===== src/rtl/rv_pkg.sv =====
// rv_pkg: shared opcodes, ALU op and write-back select encodings for the exec slice
package rv_pkg;
  localparam logic [6:0] OP_R      = 7'b0110011;
  localparam logic [6:0] OP_I      = 7'b0010011;
  localparam logic [6:0] OP_LOAD   = 7'b0000011;
  localparam logic [6:0] OP_STORE  = 7'b0100011;
  localparam logic [6:0] OP_BRANCH = 7'b1100011;
  localparam logic [6:0] OP_JAL    = 7'b1101111;
  localparam logic [6:0] OP_JALR   = 7'b1100111;
  localparam logic [6:0] OP_LUI    = 7'b0110111;
  localparam logic [6:0] OP_AUIPC  = 7'b0010111;
  typedef enum logic [3:0] {
    ALU_ADD   = 4'd0,
    ALU_SUB   = 4'd1,
    ALU_SLL   = 4'd2,
    ALU_SLT   = 4'd3,
    ALU_SLTU  = 4'd4,
    ALU_XOR   = 4'd5,
    ALU_SRL   = 4'd6,
    ALU_SRA   = 4'd7,
    ALU_OR    = 4'd8,
    ALU_AND   = 4'd9,
    ALU_PASSB = 4'd10
  } alu_op_e;
  typedef enum logic [1:0] {
    WB_PC4 = 2'd0,
    WB_ALU = 2'd1,
    WB_LD  = 2'd2
  } wb_sel_e;
  // Maps funct3 plus the funct7[5] alternate bit onto an ALU op for OP/OP-IMM
  function automatic alu_op_e alu_f3(input logic [2:0] f3, input logic alt);
    case (f3)
      3'd0:    return alt ? ALU_SUB : ALU_ADD;
      3'd1:    return ALU_SLL;
      3'd2:    return ALU_SLT;
      3'd3:    return ALU_SLTU;
      3'd4:    return ALU_XOR;
      3'd5:    return alt ? ALU_SRA : ALU_SRL;
      3'd6:    return ALU_OR;
      default: return ALU_AND;
    endcase
  endfunction
endpackage


===== src/rtl/rv_alu.sv =====
// rv_alu: 32-bit RV32I ALU; undefined op codes yield zero
module rv_alu
  import rv_pkg::*;
(
  input  logic [3:0]  op,
  input  logic [31:0] a,
  input  logic [31:0] b,
  output logic [31:0] y
);
  // Operation select
  always_comb begin
    case (op)
      ALU_ADD:   y = a + b;
      ALU_SUB:   y = a - b;
      ALU_SLL:   y = a << b[4:0];
      ALU_SLT:   y = {31'd0, $signed(a) < $signed(b)};
      ALU_SLTU:  y = {31'd0, a < b};
      ALU_XOR:   y = a ^ b;
      ALU_SRL:   y = a >> b[4:0];
      ALU_SRA:   y = $unsigned($signed(a) >>> b[4:0]);
      ALU_OR:    y = a | b;
      ALU_AND:   y = a & b;
      ALU_PASSB: y = b;
      default:   y = '0;
    endcase
  end
endmodule


===== src/rtl/rv_bru.sv =====
// rv_bru: branch comparator producing equal and signed/unsigned less flags
module rv_bru (
  input  logic [31:0] a,
  input  logic [31:0] b,
  input  logic        uns,
  output logic        less,
  output logic        equal
);
  assign equal = a == b;
  assign less  = uns ? a < b : $signed(a) < $signed(b);
endmodule


===== src/rtl/rv_exec_ctrl.sv =====
// rv_exec_ctrl: single-cycle RV32I decode, branch compare and ALU with registered debug pair
module rv_exec_ctrl
  import rv_pkg::*;
(
  input  logic        i_clk,
  input  logic        i_rst_n,
  input  logic [31:0] i_instr,
  input  logic [31:0] i_pc,
  input  logic [31:0] i_rs1_data,
  input  logic [31:0] i_rs2_data,
  input  logic [31:0] i_imm,
  output logic [31:0] o_alu_data,
  output logic [31:0] o_pc_br,
  output logic        o_pc_sel,
  output logic        o_rd_wren,
  output logic        o_mem_wren,
  output logic [1:0]  o_wb_sel,
  output logic [2:0]  o_ld_type,
  output logic        o_br_less,
  output logic        o_br_equal,
  output logic        o_insn_vld,
  output logic [31:0] o_pc_debug
);
  logic [6:0] opcode, f7;
  logic [2:0] f3;
  logic       opa_pc, opb_imm, vld, rd_wren, mem_wren, pc_sel;
  alu_op_e    op;
  wb_sel_e    wb;
  logic [2:0] ld_type;
  logic       unused_bits;
  assign opcode      = i_instr[6:0];
  assign f3          = i_instr[14:12];
  assign f7          = i_instr[31:25];
  assign unused_bits = ^{i_instr[24:15], i_instr[11:7]};
  rv_bru u_bru (
    .a     (i_rs1_data),
    .b     (i_rs2_data),
    .uns   (f3[1]),
    .less  (o_br_less),
    .equal (o_br_equal)
  );
  rv_alu u_alu (
    .op (op),
    .a  (opa_pc ? i_pc : i_rs1_data),
    .b  (opb_imm ? i_imm : i_rs2_data),
    .y  (o_alu_data)
  );
  // Decode; any illegal encoding collapses to a side-effect-free fall-through
  always_comb begin
    opa_pc   = 1'b0;
    opb_imm  = 1'b0;
    op       = ALU_ADD;
    vld      = 1'b1;
    rd_wren  = 1'b0;
    mem_wren = 1'b0;
    pc_sel   = 1'b0;
    wb       = WB_ALU;
    ld_type  = 3'd0;
    case (opcode)
      OP_R: begin
        vld     = f7 == 7'h00 || (f7 == 7'h20 && (f3 == 3'd0 || f3 == 3'd5));
        op      = alu_f3(f3, f7[5]);
        rd_wren = 1'b1;
      end
      OP_I: begin
        opb_imm = 1'b1;
        vld     = !(f3 == 3'd1 || f3 == 3'd5) || f7 == 7'h00 || (f3 == 3'd5 && f7 == 7'h20);
        op      = alu_f3(f3, f3 == 3'd5 && f7[5]);
        rd_wren = 1'b1;
      end
      OP_LOAD: begin
        opb_imm = 1'b1;
        vld     = f3 inside {3'd0, 3'd1, 3'd2, 3'd4, 3'd5};
        rd_wren = 1'b1;
        wb      = WB_LD;
        ld_type = f3;
      end
      OP_STORE: begin
        opb_imm  = 1'b1;
        vld      = f3 < 3'd3;
        mem_wren = 1'b1;
        ld_type  = f3;
      end
      OP_BRANCH: begin
        opa_pc  = 1'b1;
        opb_imm = 1'b1;
        vld     = f3[2:1] != 2'b01;
        pc_sel  = (f3[2] ? o_br_less : o_br_equal) ^ f3[0];
      end
      OP_JAL: begin
        opa_pc  = 1'b1;
        opb_imm = 1'b1;
        pc_sel  = 1'b1;
        rd_wren = 1'b1;
        wb      = WB_PC4;
      end
      OP_JALR: begin
        opb_imm = 1'b1;
        vld     = f3 == 3'd0;
        pc_sel  = 1'b1;
        rd_wren = 1'b1;
        wb      = WB_PC4;
      end
      OP_LUI: begin
        opb_imm = 1'b1;
        op      = ALU_PASSB;
        rd_wren = 1'b1;
      end
      OP_AUIPC: begin
        opa_pc  = 1'b1;
        opb_imm = 1'b1;
        rd_wren = 1'b1;
      end
      default: vld = 1'b0;
    endcase
    if (!vld) begin
      op       = ALU_ADD;
      rd_wren  = 1'b0;
      mem_wren = 1'b0;
      pc_sel   = 1'b0;
      wb       = WB_ALU;
      ld_type  = 3'd0;
    end
  end
  assign o_pc_br    = {o_alu_data[31:1], o_alu_data[0] & (opcode != OP_JALR)};
  assign o_pc_sel   = pc_sel;
  assign o_rd_wren  = rd_wren;
  assign o_mem_wren = mem_wren;
  assign o_wb_sel   = wb;
  assign o_ld_type  = ld_type;
  // Debug capture of the instruction just executed
  always_ff @(posedge i_clk or negedge i_rst_n) begin
    if (!i_rst_n) begin
      o_insn_vld <= 1'b0;
      o_pc_debug <= '0;
    end else begin
      o_insn_vld <= vld;
      o_pc_debug <= i_pc;
    end
  end
endmodule


===== config.mk =====
export PLATFORM = sky130hd
export DESIGN_NAME = rv_exec_ctrl
export DESIGN_NICKNAME = d
export VERILOG_FILES = /design/src/rtl/rv_pkg.sv /design/src/rtl/rv_alu.sv /design/src/rtl/rv_bru.sv /design/src/rtl/rv_exec_ctrl.sv
export SDC_FILE = /design/constraint.sdc
export NUM_CORES = 1
export LEC_CHECK = 0
export ABC_CLOCK_PERIOD_IN_PS = 5150
export BUFFER_PORTS_ARGS = -buffer_cell sky130_fd_sc_hd__buf_2
export CORE_ASPECT_RATIO = 0.9
export CORE_MARGIN = 2
export CORE_UTILIZATION = 50
export DETAILED_ROUTE_END_ITERATION = 16
export PLACE_DENSITY = 0.88
export SLEW_MARGIN = 20
export SYNTH_ARGS = -nofsm -noshare
export SYNTH_HDL_FRONTEND = slang
export SYNTH_SLANG_ARGS = --single-unit

===== constraint.sdc =====
create_clock -name i_clk -period 5.15 [get_ports i_clk]
set_input_delay 0.2575 -clock i_clk [delete_from_list [all_inputs] [get_ports i_clk]]
set_output_delay 0.2575 -clock i_clk [all_outputs]
set_load 0.005 [all_outputs]

* After elaboration in Yosys (flattened, before gate mapping) *
Cells that the tools add are included.

storage, ports and cells
  bits in registers = 33
  bits of input ports = 162

cells by class
  add/subtract/negate cells = 2
  $lt $le $gt $ge = 5
  equality and inequality tests = 29
  shift operators = 3
  muxes and demuxes = 26
  bitwise operators = 5
  reductions and logical operators = 19

operators with widths
  operator                                             number
  one-hot mux 32 bit (11 select lines)                 1
  < comparator 32 bit                                  4
  two-way mux 32 bit                                   2
  one-hot mux 4 bit (7 select lines)                   2
  adder 32 bit                                         1
  bitwise AND 32 bit                                   1
  equality test 32 bit                                 1
  OR 32 bit                                            1
  << shifter 32 x 5 -> 32 bit                          1
  >> shifter 32 x 5 -> 32 bit                          1
  >>> shifter 32 x 5 -> 32 bit                         1
  subtractor 32 bit                                    1
  bitwise XOR 32 bit                                   1
  equality test 7 x 6 -> 1 bit, second input constant  4
  equality test 7 bit, second input constant           3
  equality test 4 x 3 -> 1 bit, second input constant  4
  equality test 7 x 5 -> 1 bit, second input constant  2
  two-way mux 1 bit                                    13
  equality test 4 bit, second input constant           3
  one-hot mux 4 bit (3 select lines)                   1
  equality test 3 bit, second input constant           3
  equality test 4 x 2 -> 1 bit, second input constant  2
  OR reduction 8 bit                                   1
  equality test 7 x 2 -> 1 bit, second input constant  1
  other kinds (24)                                     34

* Longest topological paths before layout *
  depth after elaboration = 10
  mapped depth = 22

* Cells and area by module *
From an unflattened synthesis, not the netlist that was laid out.

unflattened totals
  cell total of the unflattened synthesis = 1,758
  area, all modules = 12,712.2 um^2

modules (own cells, without submodules)
  module        times used  cells each  area an instance (um^2)  seq. area each (um^2)
  rv_alu        1           1,434       9,282.7                  0.0
  rv_exec_ctrl  1           212         2,611.3                  825.8
  rv_bru        1           112         818.3                    0.0

* Worst setup path after synthesis *
No wires, ideal clock.

  path type = in2out
  start point = in i_instr[5]
  end point = out o_pc_br[31]
  arrival = 4.703 ns
  slack = 0.190 ns
  stages = 19
  path buffers = 5
  path through = buf_6 mux2_4 o22a_2 nand2_2 clkbuf_1 clkbuf_1 nor2_1 a21o_1 ha_1 clkbuf_1 or4_1 o21ai_1 a211oi_1 o41a_1 o31a_1 o31ai_1 xor2_1 o211ai_1 buf_4

between the ends
  cells in the longest elaborated chain, start to end = 6
  elaborated cells on any way between the ends = 39

RTL lines
  what                                                                            RTL line            text
  start, declared                                                                 rv_exec_ctrl.sv:7   input logic [31:0] i_instr,
  equality test 7 x 5 -> 1 bit (tied with other cells)                            rv_exec_ctrl.sv:59  case (opcode)
  OR reduction 8 bit (no line) / OR reduction 3 bit (equally long branches)       n/a
  two-way mux 1 bit / one-hot mux 1 bit (7 select lines) (equally long branches)  rv_exec_ctrl.sv:59
  two-way mux 32 bit (tied with other cells)                                      rv_exec_ctrl.sv:45  .b (opb_imm ? i_imm : i_rs2_data),
  subtractor 32 bit (tied with other cells)                                       rv_alu.sv:14        ALU_SUB: y = a - b;
  one-hot mux 32 bit (11 select lines) *                                          rv_alu.sv:12        case (op)
  end, declared                                                                   rv_exec_ctrl.sv:13  output logic [31:0] o_pc_br,

Mark *: on every way between the ends. The rest lies on a longest branch, timed or not.

* Worst setup path after layout *
  start point = in i_instr[4]
  end point = out o_pc_br[0]

between the ends
  cells in the longest elaborated chain, start to end = 7
  elaborated cells on any way between the ends = 43

RTL lines
  what                                                                            RTL line             text
  equality test 7 x 5 -> 1 bit (tied with other cells)                            rv_exec_ctrl.sv:59
  OR reduction 8 bit (no line) / OR reduction 3 bit (equally long branches)       n/a
  two-way mux 1 bit / one-hot mux 1 bit (7 select lines) (equally long branches)  rv_exec_ctrl.sv:59
  two-way mux 32 bit (tied with other cells)                                      rv_exec_ctrl.sv:45
  subtractor 32 bit (tied with other cells)                                       rv_alu.sv:14
  one-hot mux 32 bit (11 select lines)                                            rv_alu.sv:12
  bitwise AND 1 bit *                                                             rv_exec_ctrl.sv:125  assign o_pc_br = {o_alu_data[31:1], o_alu_data[0] & (opcode != OP_JALR)};

Marked as above.

==> metrics.txt <==
outcome=finished, final reports clean; number of max-slew violations in the final report=0; endpoint type of the worst setup path=output port; sequence of cells on the critical path=buf_2 -> and3b_1 -> and3_1 -> nor2_4 -> mux2_2 -> inv_1 -> ha_1 -> inv_1 -> fa_1 -> nor2b_1 -> o211ai_1 -> a31oi_1 -> o21ai_0 -> buf_4 -> a21oi_1 -> a21oi_1 -> a21oi_1 -> a22oi_1 -> a211o_1 -> a21boi_1 -> buf_2; post-route non-filler standard cell count=~2400; sequential element share of the synthesized area=0.06425; fill cell count=~2400; Placement Cell Area=14880 um2; remaining antenna violation count after routing=0; htree depth=2; Min-Delay Path Class=in -> async; Critical Path Source Type=input port; cell total after placement=between 2000 and 2500; number of nets produced by synthesis=between 2000 and 2500; setup tns final=0 ns; Die Span Y=156.1 um; post-place setup slack=0.07180 ns; count of flip-flops with a built-in enable after synthesis=0; share of layout cells above drive strength 1=0.2645; worst slew slack as a fraction of its limit=0.1756; number of sinks on the clock net=33; Worst EP arrival=4.79 ns; portion of total power attributed to combinational logic=0.753; via count of the first global-routing pass=15590; peak fanout along the critical path=9; power per cell area=170.3 nW/um2; Post-Layout Inst Area=~15000 um2; diodes inserted=0; average wire per standard cell=27.22 um; share of the synthesized area in the top cell type=0.1256; DRC marker count from the first detailed-route iteration=3154; internal cell power=1.252 mW; total track usage=0.4647; Die W=173 um; max-cap viol count=0; Ys Warns=0; mean instance size in the synthesized netlist=7.050 um2; Req. time, crit path=around 5 ns; Max VDD drop=138.2 uV; number of antenna violations at the first check in global routing=1; # port buffers=253; unrepaired setup endpoints after global routing=true; crit path max-delay cell type=sky130_fd_sc_hd__fa_1; ranking of synthesized cells by instance count=sky130_fd_sc_hd__nor2_1, sky130_fd_sc_hd__ha_1, sky130_fd_sc_hd__o21ai_0; number of hold-slack violations in the final timing report=0; first-pass GRT wire length=approximately 96000 um; critical path depth=21; Switching Share=0.5158; most used standard cell by instance count after synthesis=sky130_fd_sc_hd__nor2_1; post-detail-place hpwl=52010 um; initial standard-cell utilization of the core=0.5103; Final Cycle Share=0.9800; biggest area consumer among synthesized cells=sky130_fd_sc_hd__ha_1; maximum achievable frequency=198.1 MHz; post-synthesis instance total=about 1800; drt drc=0; Area growth syn-to-layout=18.18%; ports placed on the boundary=approximately 270; kind of cell adding the most delay to the critical path=compound AO/OA/AOI/OAI gates; minimum period implied by the final worst setup slack=5.047 ns; cts hold-fix bufs=0; Core Rows=55; commonest register cell after synthesis=sky130_fd_sc_hd__dfrtp_1; routed via count=16860; net switching power figure=1.334 mW; clock-pin slew reported for the worst setup and hold paths after clock tree synthesis=0.06 ns; Mapped Area=12850 um2; number of vias per cell=~7; ranking of synthesized cells by area=sky130_fd_sc_hd__ha_1, sky130_fd_sc_hd__mux2i_1, sky130_fd_sc_hd__dfrtp_1; buffering stage count on the worst path with inverters included=5; cts bufs inserted=5; final layout net count=approximately 2400; Core Region=25190 um2; Finish-stage setup viols=0; slew at the pin closest to its max-slew limit=1.237 ns; fin worst setup slack=0.1030 ns; post-synth cell types=110; cell repeated most along the worst path=sky130_fd_sc_hd__a21oi_1; Clock Tree Root=sky130_fd_sc_hd__clkbuf_16; CTS tree=built; full die area=27010 um2; Routed WL=65810 um; total overflow reported by the global router=0; category of the most critical setup path=in -> out; fraction of synthesis flops using an asynchronous set or reset pin=1.000; Slowest Stage Delay on Critical Path=0.49 ns; last weighted congestion value of the routability-driven placer=roughly 1.1; Static Leak=around 7.3 nW; length of the first detailed-routing pass in iterations=9; maximum clock path buffer count=2; register share of total power=0.106; part of the power in the clock network=0.141; pin count of the biggest net entering global routing=between 60 and 70; post-synthesis register bit count=33
-- power by group through the flow --
| stage | combinational [mW] | sequential [mW] | clock, mW |
|---|---|---|---|
| 5_1_grt | 2.04 | 0.276 | 0.379 |
| 3_3_place_gp | 1.81 | 0.279 | 0 |
| 6_report | 1.95 | 0.275 | 0.364 |
| 2_1_floorplan | 1.16 | 0.282 | 0 |
| 3_5_place_dp | 1.83 | 0.280 | 0 |
| 4_1_cts | 1.84 | 0.275 | 0.366 |
-- layer usage --
metal / routed length (um) / share of wire / track usage
met5: 13 / 0.00020 / 0
met4: 5835 / 0.089 / 0.3196
met3: 9392 / 0.14 / 0.1362
met2: 26410 / 0.40 / 0.6895
met1: 24160 / 0.37 / 0.5801
-- registers in the layout, indices dropped and copies added, names as in the netlist --
name        count
o_insn_vld      1
o_pc_debug     32
-- area by class of cell --
| class | count | area, um2 | share of cell area |
|---|---|---|---|
| sequential | 33 | 825.8 | 0.05437 |
| inverter | 128 | 485.5 | 0.03196 |
| multi-input combinational | 1504 | 10840 | 0.7136 |
| tap | 342 | 427.9 | 0.02817 |
| clock buffer | 6 | 138.9 | 0.009144 |
| clock inverter | 2 | 37.54 | 0.002471 |
| timing repair buffer | 403 | 2434 | 0.1602 |
-- placed cells by master, fill, tap and decap left out, types with 17 or more instances in the layout --
cell type and instances:
sky130_fd_sc_hd__a211oi_1 30, sky130_fd_sc_hd__a31oi_1 18, sky130_fd_sc_hd__a221oi_1 17, sky130_fd_sc_hd__dfrtp_1 33
sky130_fd_sc_hd__a21oi_1 124, sky130_fd_sc_hd__buf_2 253, sky130_fd_sc_hd__a22oi_1 17, sky130_fd_sc_hd__mux2i_1 104
sky130_fd_sc_hd__nand4_1 24, sky130_fd_sc_hd__a21o_1 58, sky130_fd_sc_hd__ha_1 126, sky130_fd_sc_hd__nand2_1 122
sky130_fd_sc_hd__and3_1 17, sky130_fd_sc_hd__o221ai_1 17, sky130_fd_sc_hd__o211ai_1 33, sky130_fd_sc_hd__inv_1 117
sky130_fd_sc_hd__o21ai_0 126, sky130_fd_sc_hd__nand3_1 56, sky130_fd_sc_hd__buf_4 146, sky130_fd_sc_hd__nor3_1 37
sky130_fd_sc_hd__nor2_1 192, sky130_fd_sc_hd__mux2_2 46, sky130_fd_sc_hd__o22ai_1 26
-- through the flow --
| step | total power [mW] | hold WS, ns | utilization |
|---|---|---|---|
| after floorplan | 1.444 | -0.03809 | - |
| after global placement | 2.090 | 0.3157 | 0.5908 |
| after detailed placement | 2.109 | 0.3648 | 0.5908 |
| after CTS | 2.481 | 0.06154 | 0.5978 |
| after global routing | 2.699 | 0.08589 | 0.6030 |
| final | 2.586 | 0.04132 | 0.6030 |
-- worst max-delay path by stage --
stage | startpoint | endpoint | slack, ns
5_1_grt | i_instr[4] | o_pc_br[0] | -0.06
4_1_cts | i_instr[6] | o_pc_br[28] | 0.05
2_1_floorplan | i_instr[5] | o_pc_br[31] | 0.19
6_report | i_instr[4] | o_pc_br[0] | 0.10
3_5_place_dp | i_instr[6] | o_pc_br[28] | 0.07
3_3_place_gp | i_instr[6] | o_alu_data[30] | 0.14
-- timing repair --
item	4_1_cts	5_1_grt
gates resized for setup	0	28
setup endpoints to repair	0	22
setup buffers	0	1
-- kinds of logic after synthesis --
kind of cell               count (synthesis)  share of synthesized area
DFF                                       33                    0.06425
and+or+nand+nor                          556                     0.2104
muxes                                    169                     0.1458
AOI/OAI and AO/OA                        636                     0.3379
adders and majority gates                131                     0.1287
xor gates and xnor gates                  12                   0.008178
buffers and inverters                    286                     0.1048
No activity file was read; power rests on OpenSTA's default activity.
